File: src/rtl/stage1_dict_ctrl.sv
`default_nettype none
// ============================================================================
// Module      : stage1_dict_ctrl
// Description : Stage-1 dictionary compression controller. Latches a source
//               word, presents it with a 16-entry dictionary to an external
//               comparator, registers the returned code and appends unmatched
//               non-zero words to the dictionary (round-robin replacement).
//               Optional statistics counters: define STAGE1_DICT_CTRL_STATS_EN.
// Revision    : 1.0 - initial release
// ============================================================================
module stage1_dict_ctrl (
    input  logic         clk,
    input  logic         reset,
    input  logic         in_valid,
    input  logic [31:0]  in_word,
    output logic         in_ready,
    input  logic         flush,
    output logic [31:0]  cmp_word_o,
    output logic [511:0] cmp_dict_o,
    input  logic [11:0]  cmp_code_i,
    output logic         out_valid,
    input  logic         out_ready,
    output logic [11:0]  out_code,
    output logic         out_miss,
    output logic [31:0]  out_word,
    output logic [4:0]   dict_count
`ifdef STAGE1_DICT_CTRL_STATS_EN
    ,
    output logic [15:0]  hit_cnt,
    output logic [15:0]  miss_cnt,
    output logic [15:0]  zero_cnt
`endif
);

    localparam logic [1:0] c_IDLE = 2'd0;
    localparam logic [1:0] c_CMP  = 2'd1;
    localparam logic [1:0] c_OUT  = 2'd2;

    localparam logic [4:0] c_DICT_FULL = 5'd16;

    logic [1:0]  r_state;
    logic [31:0] r_dict [16];
    logic [3:0]  r_wr_ptr;
    logic [4:0]  r_count;
    logic [31:0] r_cmp_word;
    logic [11:0] r_out_code;
    logic        r_out_miss;
    logic [31:0] r_out_word;

    logic        w_zero;
    logic        w_miss;
    logic        w_hit;

    // Classification of the word currently in CMP.
    assign w_zero = (r_cmp_word == 32'd0);
    assign w_miss = (cmp_code_i == 12'd0) && !w_zero;
    assign w_hit  = (cmp_code_i[11:8] == 4'b1101) && !w_zero;

    assign in_ready   = (r_state == c_IDLE) && !flush;
    assign out_valid  = (r_state == c_OUT);
    assign cmp_word_o = r_cmp_word;
    assign out_code   = r_out_code;
    assign out_miss   = r_out_miss;
    assign out_word   = r_out_word;
    assign dict_count = r_count;

    // Entry k of the dictionary drives bits [32k+31:32k] of the flat bus.
    genvar g;
    generate
        for (g = 0; g < 16; g++) begin : g_dict
            assign cmp_dict_o[32*g +: 32] = r_dict[g];
        end
    endgenerate

    // Main controller: IDLE -> CMP -> OUT, dictionary update on a miss.
    always_ff @(posedge clk) begin
        if (reset) begin
            r_state    <= c_IDLE;
            r_wr_ptr   <= 4'd0;
            r_count    <= 5'd0;
            r_cmp_word <= 32'd0;
            r_out_code <= 12'd0;
            r_out_miss <= 1'b0;
            r_out_word <= 32'd0;
            for (int k = 0; k < 16; k++) begin
                r_dict[k] <= 32'd0;
            end
        end else begin
            case (r_state)
                c_IDLE: begin
                    if (flush) begin
                        r_wr_ptr <= 4'd0;
                        r_count  <= 5'd0;
                        for (int k = 0; k < 16; k++) begin
                            r_dict[k] <= 32'd0;
                        end
                    end else if (in_valid) begin
                        r_cmp_word <= in_word;
                        r_state    <= c_CMP;
                    end
                end
                c_CMP: begin
                    r_out_code <= cmp_code_i;
                    r_out_word <= r_cmp_word;
                    r_out_miss <= w_miss;
                    if (w_miss) begin
                        r_dict[r_wr_ptr] <= r_cmp_word;
                        r_wr_ptr         <= r_wr_ptr + 4'd1;
                        if (r_count != c_DICT_FULL) begin
                            r_count <= r_count + 5'd1;
                        end
                    end
                    r_state <= c_OUT;
                end
                c_OUT: begin
                    if (out_ready) begin
                        r_state <= c_IDLE;
                    end
                end
                default: r_state <= c_IDLE;
            endcase
        end
    end

`ifdef STAGE1_DICT_CTRL_STATS_EN
    logic [15:0] r_hit_cnt;
    logic [15:0] r_miss_cnt;
    logic [15:0] r_zero_cnt;

    assign hit_cnt  = r_hit_cnt;
    assign miss_cnt = r_miss_cnt;
    assign zero_cnt = r_zero_cnt;

    // Saturating per-class counters; a zero word is counted only as zero.
    always_ff @(posedge clk) begin
        if (reset || (r_state == c_IDLE && flush)) begin
            r_hit_cnt  <= 16'd0;
            r_miss_cnt <= 16'd0;
            r_zero_cnt <= 16'd0;
        end else if (r_state == c_CMP) begin
            if (w_zero) begin
                if (r_zero_cnt != 16'hFFFF) r_zero_cnt <= r_zero_cnt + 16'd1;
            end else if (w_miss) begin
                if (r_miss_cnt != 16'hFFFF) r_miss_cnt <= r_miss_cnt + 16'd1;
            end else if (w_hit) begin
                if (r_hit_cnt != 16'hFFFF) r_hit_cnt <= r_hit_cnt + 16'd1;
            end
        end
    end
`endif

endmodule
`default_nettype wire

File: config.mk
export PLATFORM = sky130hd
export DESIGN_NAME = stage1_dict_ctrl
export DESIGN_NICKNAME = d
export VERILOG_FILES = /design/src/rtl/stage1_dict_ctrl.sv
export SDC_FILE = /design/constraint.sdc
export NUM_CORES = 1
export LEC_CHECK = 0
export CAP_MARGIN = 15
export CORE_AREA = 2 2 250 252
export DETAILED_ROUTE_END_ITERATION = 16
export DIE_AREA = 0 0 252 254
export PLACE_DENSITY = 0.7
export REMOVE_ABC_BUFFERS = 1
export SETUP_SLACK_MARGIN = 0.1
export SYNTH_ARGS = -nofsm -noshare
export SYNTH_HDL_FRONTEND = slang
export SYNTH_SLANG_ARGS = --single-unit
export TNS_END_PERCENT = 10
File: constraint.sdc
create_clock -name clk -period 14 [get_ports clk]
set_input_delay 2.8 -clock clk [delete_from_list [all_inputs] [get_ports clk]]
set_output_delay 2.8 -clock clk [all_outputs]
set_load 0.01 [all_outputs]
== Word-level counts from Yosys, hierarchy flattened ==
Memory sizes are Yosys's and may differ from the RTL's.
Index checks and enable logic that the tools add are counted.
Widths: inputs -> output; s select.

* Bits in registers: 88
* Memory bits (writable): 512
* Output and inout bits: 596
* Logic and storage cells: 89
* Memories kept: 1

* Add/subtract/negate cells: 2
* Equality and inequality tests: 9
* Mux-type cells: 40
* Bitwise gates (word level): 17
* Reductions and logical operators: 13

{| class="wikitable"
|+ Memories
! name !! depth !! width !! rd ports !! clocked after Yosys merged registers in !! write ports !! RTL line !! source
|-
| r_dict || 16 || 32 || 16 || 0 || 16 || 42 || <nowiki>logic [31:0] r_dict [16];</nowiki>
|}

{| class="wikitable"
|+ Operators with widths
! operator !! count
|-
| $mux 32 || 17
|-
| $logic_not 32->1 || 1
|-
| $reduce_or 32->1 || 1
|-
| $or 1x1->1 || 16
|-
| $mux 5 || 3
|-
| $logic_not 12->1 || 1
|-
| $mux 4 || 3
|-
| $mux 1 || 11
|-
| $ne 2x2->1 const B || 5
|-
| $pmux 5 s2 || 1
|-
| $reduce_and 3->1 || 3
|-
| $pmux 4 s2 || 1
|-
| $mux 2 || 3
|-
| $pmux 2 s3 || 1
|-
| $add 5x1->5 const B || 1
|-
| $ne 5x5->1 const B || 1
|-
| $add 4x1->4 const B || 1
|-
| $reduce_and 4->1 || 1
|-
| $eq 2x1->1 const B || 1
|-
| $eq 2x2->1 const B || 1
|-
| $logic_and 1x1->1 || 2
|-
| $logic_not 1->1 || 2
|-
| $logic_not 2->1 || 1
|-
| $ne 2x1->1 const B || 1
|-
| 2 further kinds || 2
|}

== Depth between registers and ports, before layout ==
Gate-level depths: netlist of the first run.

* Depth after elaboration: 9
* Gate-level depth with buffers: 8
* Mapped depth without buffers: 6

== Least setup slack after synthesis of the first run ==
OpenSTA, ideal clock, no wires.

* Path kind: input to register
* Start point: in cmp_code_i[6]
* End point: mem r_dict[6][0] (enable)
* Setup time: 0.466 ns
* Arrival time: 6.438 ns
* Path slack: 7.097 ns
* Stages on the path: 7
* Cell sequence: nor4_1 and3_1 o21ai_2 or4b_1 clkbuf_1 buf_2 o21ai_0

{| class="wikitable"
|+ RTL lines
! item !! RTL line !! source
|-
| from (decl) || 20 || <nowiki>input logic [11:0] cmp_code_i,</nowiki>
|-
| to (decl) || 42 ||
|}

== Final worst setup path of the first run ==
* Start point: in flush
* End point: out in_ready

* Word-level cells in the longest chain between the ends: 2

{| class="wikitable"
|+ Ends and longest elaborated chain
! item !! RTL line !! source
|-
| from (decl) || 17 || <nowiki>input logic flush,</nowiki>
|-
| $logic_not 1->1 || 59 || <nowiki>assign in_ready = (r_state == c_IDLE) && !flush;</nowiki>
|-
| $logic_and 1x1->1 || 59 ||
|-
| to (decl) || 16 || <nowiki>output logic in_ready,</nowiki>
|}

No other way between the ends.

==> impl_metrics.csv, run 1 <==
group,metric,value,unit
grt,grt_pass1_vias,15500,
sta,finalHoldViolCount,0,
synthesis,synth-main-ff-cell,"edfxtp_1",
floorplanning,design.core.area,61300,um2
floorplanning,dieArea,64000,um2
layout,syn2layout_area_growth,43.0,%
clock_network,ctsHoldBuffers,0,
power_and_ir_drop,clockPowerShare,0.403,
sta,whs,0.455,ns
clock_network,cts_tree,"done",
synthesis,netlist_area,21800,um2
worst_setup_path,required,11.20,ns
clock_network,cts.path.max_buffers,3,
clock_network,clkSinkCount,600,
power_and_ir_drop,p_per_area,130,nW/um2
synthesis,synth_edf_count,512,
synthesis,synth_area_leaders,"edfxtp_1 70%, nor2_1 8.9%, dfxtp_1 8.1%",
worst_setup_path,start_kind,"input port",
run,max_cap_violations,0,
power_and_ir_drop,combPwrFrac,0.085,
grt,overflow,0,
synthesis,synth_most_common_cell,"nor2_1",
worst_setup_path,crit_top_cell,"clkdlybuf4s50_1",
synthesis,synth_common_cells,"517 x nor2_1, 512 x edfxtp_1, 288 x nand2_1",
power_and_ir_drop,switching_share,0.229,
power_and_ir_drop,p_int,3.14,mW
sta,finalWorstPathRequiredPeriod,6.99,ns
worst_setup_path,end_kind,"output port",
sta,finalSetupViolCount,0,
grt,grt_pass1_wl,110,mm
power_and_ir_drop,power_frac_seq,0.512,
worst_setup_path,rr_worst_depth,7,
power_and_ir_drop,finalPower,4.07,mW
drt,drtAntennaViolNets,0,
synthesis,ys_warn_count,0,
clock_network,cts.repair.resized,0,
clock_network,root_buffer,"clkbuf_16",
grt,grt_max_degree,91,
drt,routedWlPerCell,25.5,um
drt,vias,16000,
synthesis,ys_seq_area_frac,0.785,
run_status,status,"completed",
floorplanning,die_w,252,um
grt,grt_util_all_layers,0.242,
worst_setup_path,critPathSlowestCell,"clkdlybuf4s50_1",
power_and_ir_drop,p_switching,930,uW
clock_network,numCtsBuffers,61,
worst_setup_path,max_stage_delay,0.60,ns
synthesis,syn_inst,1687,
power_and_ir_drop,peakVddDrop,0.107,mV
worst_setup_path,cp_max_fo,4,
layout,nets,2380,
sta,tns,0,ns
sta,rsz0062_at_grt,"false",
drt,first_pass_iters,5,
worst_setup_path,path_class,"input port to output port",
place,hpwl,54.2,mm
drt,drcViolationCount,0,
drt,wl,80.7,mm
sta,finClkSkew,0.0234,ns
clock_network,clock_latency,0.62,ns
sta,finalMaxSlewViolations,0,
min_path,whs_path_depth,2,
clock_network,postCtsSetupBuffers,0,
synthesis,synth.avg_cell_area,12.9,um2
floorplanning,io_pins,645,
power_and_ir_drop,p_leak,10.5,nW
sta,tightest_slew,1.16,ns
sta,slew_headroom,0.225,
grt,antenna_found_initial,4,
synthesis,synth-seq-cells,600,
sta,period_share,0.499,
floorplanning,die_h,254,um
min_path,hp-class,"register to register",
place,port_buffers,644,
floorplanning,initial_core_util,0.356,
synthesis,ys_async_sr_fraction,0,
floorplanning,fp-row-count,91,
layout,layout-drive-gt1-share,0.0702,
drt,first_iter_violations,1494,
worst_setup_path,cp.arrival,4.19,ns
synthesis,yosysTopAreaCell,"edfxtp_1",
synthesis,synth.top_cell.area_share,0.705,
clock_network,clk_pin_slew,0.07,ns
layout,fillers,5094,
drt,vias_per_cell,5.05,
synthesis,ys_types,36,
clock_network,cts_max_level,2,
sta,timing.fmax,143,MHz
worst_setup_path,crit_chain,"clkdlybuf4s50_1 -> nor3_1 -> clkdlybuf4s50_1",
place,place_congestion,0.860,
[critical path: cells and delay by family]
kind	cells	cell delay [ns]
buffers and inverters	2	1.10
AND/OR/NAND/NOR	1	0.28
[kinds of logic after synthesis]
family / synth area share
mux: 0.000459
simple gates: 0.153
compound gates: 0.0279
flops: 0.785
fa+ha+maj: 0.00344
buf+inv: 0.0298
[area by class of cell]
| type | instances | area [um2] | share of cell area |
|---|---|---|---|
| diodes | 1 | 2.50 | 0.0000802 |
| clock buffers | 75 | 1640 | 0.0526 |
| clock inverters | 41 | 379 | 0.0122 |
| inverters | 6 | 22.5 | 0.000722 |
| multi-input cells | 973 | 4260 | 0.137 |
| flip-flops and latches | 600 | 17100 | 0.549 |
| well taps | 790 | 988 | 0.0317 |
| repair buffers | 683 | 6770 | 0.217 |
[registers in the layout, indices dropped and copies added (netlist names)]
| register | cells |
|---|---|
| cmp_word_o | 32 |
| dict_count | 5 |
| out_code | 12 |
| out_miss | 1 |
| out_word | 32 |
| r_dict | 512 |
| r_state | 2 |
| r_wr_ptr | 4 |
[cell usage in the layout (no fill, tap or decap), drive strengths merged, types with 2 or more instances in the layout]
master         Yosys  routed
or3                5       5
o21ai             19      19
buf               44      40
nor3               2       2
nor2b              4       4
nand2            288     288
nand3b             2       2
nor2             517     517
or4b               3       3
clkinv             0      29
nand2b             4       4
edfxtp           512     512
o211ai             5       5
or4                6       6
ha                 6       6
nor4              11      11
bufinv             0       6
nand4              2       2
clkbuf            64      75
a21oi             80      80
clkdlybuf4s50      0     643
clkinvlp           0       4
nand3              4       4
dfxtp             88      88
and2               2       2
inv                6       8
a31oi              3       3
[metal layers]
metal	up-vias	global-route usage	routed length (um)
met4	4	0.0884	2950
met5	-	0	25
li1	7040	-	-
met2	995	0.392	38500
met3	149	0.0744	8860
met1	7823	0.308	30300
[power by group through the flow]
stage / clock network [mW] / logic (mW) / registers, mW
2_1_floorplan: 0 / 0.0490 / 2.15
3_3_place_gp: 0 / 0.344 / 2.12
3_5_place_dp: 0 / 0.347 / 2.12
4_1_cts: 1.65 / 0.348 / 2.08
5_1_grt: 1.72 / 0.363 / 2.09
6_report: 1.64 / 0.347 / 2.08
[worst paths after layout]
path                                       to  slack, ns      startpoint
worst min-delay path              out_code[2]       0.46     out_code[2]
worst min register to register    out_code[2]       0.46     out_code[2]
worst max register to register  r_dict[15][4]       9.16  cmp_word_o[20]
worst max-delay path                 in_ready       7.01           flush
[metrics by stage]
stage,util,worst slack (ns),std cells,cell area [um2]
after CTS,0.509,7.01,3166,31100
after detailed placement,0.476,6.90,3050,29100
after floorplan,-,5.68,1579,21200
after global placement,0.476,6.98,3050,29100
after global routing,0.509,6.94,3168,31200
final,0.509,7.01,3169,31200
Power figures use the tool's default switching activity.
==> inputs of run 2 (changes only) <==
--- a/config.mk
+++ b/config.mk
@@ -9,7 +9,7 @@
 export CORE_AREA = 2 2 250 252
 export DETAILED_ROUTE_END_ITERATION = 16
 export DIE_AREA = 0 0 252 254
-export PLACE_DENSITY = 0.7
+export PLACE_DENSITY = 0.73
 export REMOVE_ABC_BUFFERS = 1
 export SETUP_SLACK_MARGIN = 0.1
 export SYNTH_ARGS = -nofsm -noshare
==> constraint.sdc (replaced) <==
create_clock -name clk -period 5.8 [get_ports clk]
set_input_delay 1.16 -clock clk [delete_from_list [all_inputs] [get_ports clk]]
set_output_delay 1.16 -clock clk [all_outputs]
set_load 0.01 [all_outputs]
==> run 2 against run 1 <==
Combinational power rose to 2.6 times the previous value. Die area did not move. Setup slack got worse by 5.3 ns. Worst hold slack got worse by 0.00071 ns. Final cell count rose by 0.66%. Sequential power rose by 140%. Largest power group unchanged.
==> impl_metrics.csv, run 2 (synthesis results as in run 1) <==
group,metric,value,unit
run_status,status,"completed",
sta,setup_slack,1.69,ns
sta,rsz0062_at_grt,"false",
min_path,worstHoldStart,"out_word[26]",
drt,routedWlPerCell,25.6,um
worst_setup_path,r2r_slack,2.15,ns
power_and_ir_drop,p_leak,10.6,nW
grt,grt_pass1_wl,113,mm
place,place_congestion,0.859,
place,dpl.cell_count,3076,
grt,grt_util_all_layers,0.247,
floorplanning,die_h,254,um
layout,regMostFlops,"r_dict",
sta,finalSetupViolCount,0,
place,dp_slack,1.03,ns
layout,fin_util,0.512,
worst_setup_path,start_kind,"input port",
clock_network,postCtsSetupBuffers,0,
floorplanning,design.core.area,61300,um2
clock_network,cts.repair.resized,0,
worst_setup_path,path_class,"input port to register",
layout,stdcell_area,31300,um2
floorplanning,fp-row-count,91,
clock_network,clk_pin_slew,0.06,ns
sta,finClkSkew,0.0200,ns
drt,first_pass_iters,6,
drt,wl,81.7,mm
sta,slew_headroom,0.380,
worst_setup_path,rr_worst_depth,6,
power_and_ir_drop,p_per_area,313,nW/um2
layout,syn2layout_area_growth,43.6,%
floorplanning,die_w,252,um
worst_setup_path,crit_chain,"clkdlybuf4s50_1 -> nor4_1 -> and3_1 -> o21ai_2 -> or4b_4 -> o21ai_4 -> buf_4",
drt,first_iter_violations,1737,
worst_setup_path,required,6.11,ns
clock_network,clkSinkCount,600,
worst_setup_path,startpoint,"cmp_code_i[2]",
worst_setup_path,cp_max_fo,41,
run,max_cap_violations,0,
sta,finalMaxSlewViolations,0,
clock_network,numCtsBuffers,61,
min_path,hp-class,"register to register",
sta,finalHoldViolCount,0,
grt,grt_pass1_vias,16000,
layout,largest_register_ffs,512,
layout,nets,2405,
worst_setup_path,cp.arrival,4.41,ns
worst_setup_path,r2r_start,"cmp_word_o[24]",
drt,drcViolationCount,0,
power_and_ir_drop,peakVddDrop,0.228,mV
clock_network,cts_max_level,2,
sta,timing.fmax,244,MHz
worst_setup_path,r2r_end,"r_dict[4][15]",
place,placed_area,29300,um2
layout,final_common_cell,"clkdlybuf4s50_1",
sta,finalWorstPathRequiredPeriod,4.11,ns
clock_network,cts.path.max_buffers,3,
sta,period_share,0.708,
clock_network,cts_tree,"done",
floorplanning,initial_core_util,0.356,
layout,layout-drive-gt1-share,0.0788,
sta,tns,0,ns
sta,tightest_slew,0.928,ns
clock_network,root_buffer,"clkbuf_16",
grt,overflow,0,
grt,grt_max_degree,73,
worst_setup_path,end_kind,"register",
layout,stdcell_count,3190,
drt,vias_per_cell,5.13,
clock_network,clock_latency,0.62,ns
drt,drtAntennaViolNets,0,
clock_network,ctsHoldBuffers,0,
grt,antenna_found_initial,6,
min_path,hold-path-endpoint,"out_word[26]",
worst_setup_path,max_stage_delay,0.86,ns
min_path,whs_path_depth,2,
layout,mostFrequentLayoutCells,"643 x clkdlybuf4s50_1, 516 x nor2_1, 512 x edfxtp_1, 288 x nand2_1, 88 x dfxtp_1",
floorplanning,dieArea,64000,um2
floorplanning,io_pins,645,
layout,antennaDiodeCount,0,
drt,vias,16400,
worst_setup_path,critPathSlowestCell,"or4b_4",
place,hpwl,55.2,mm
place,port_buffers,644,
==> run 2: critical path: cells and delay by family <==
kind	cells	cell delay, ns
and+or+nand+nor	3	1.54
AOI/OAI and AO/OA	2	0.89
buffers and inverters	2	0.79
==> run 2: worst max-delay path by stage <==
stage / depth (start not counted) / to
2_1_floorplan: 5 / r_dict[14][0]
6_report: 7 / r_dict[4][15]
3_5_place_dp: 6 / r_dict[5][12]
3_3_place_gp: 7 / r_dict[4][26]
4_1_cts: 6 / r_dict[5][5]
5_1_grt: 7 / r_dict[4][5]
==> run 2: per-layer routing <==
metal / wire, um / track usage / up-vias
li1: - / - / 7082
met1: 31400 / 0.321 / 8081
met2: 38800 / 0.400 / 1027
met3: 8430 / 0.0621 / 173
met4: 3150 / 0.0899 / 2
met5: 10 / 0 / -
==> run 2: power breakdown <==
group / switching (mW) / total, mW / internal, mW
clock network: 1.67 / 3.93 / 2.26
logic: 0.475 / 0.890 / 0.415
registers: 0.0919 / 4.98 / 4.89
==> run 2: final cells by class <==
cell class                      instances  area (um2)
Timing Repair Buffer                  708        6950
Clock inverter                         29         292
Fill cell                            5143       29900
Multi-Input combinational cell        973        4270
Clock buffer                           84        1690
Tap cell                              790         988
Inverter                                6        22.5
Sequential cell                       600       17100
==> run 2: through the flow <==
stage / hold WS [ns] / total power, mW
floorplan: 0.474 / 5.30
global route: 0.477 / 10.1
detailed placement: 0.446 / 5.96
finish: 0.455 / 9.79
CTS: 0.454 / 9.83
global placement: 0.443 / 5.95
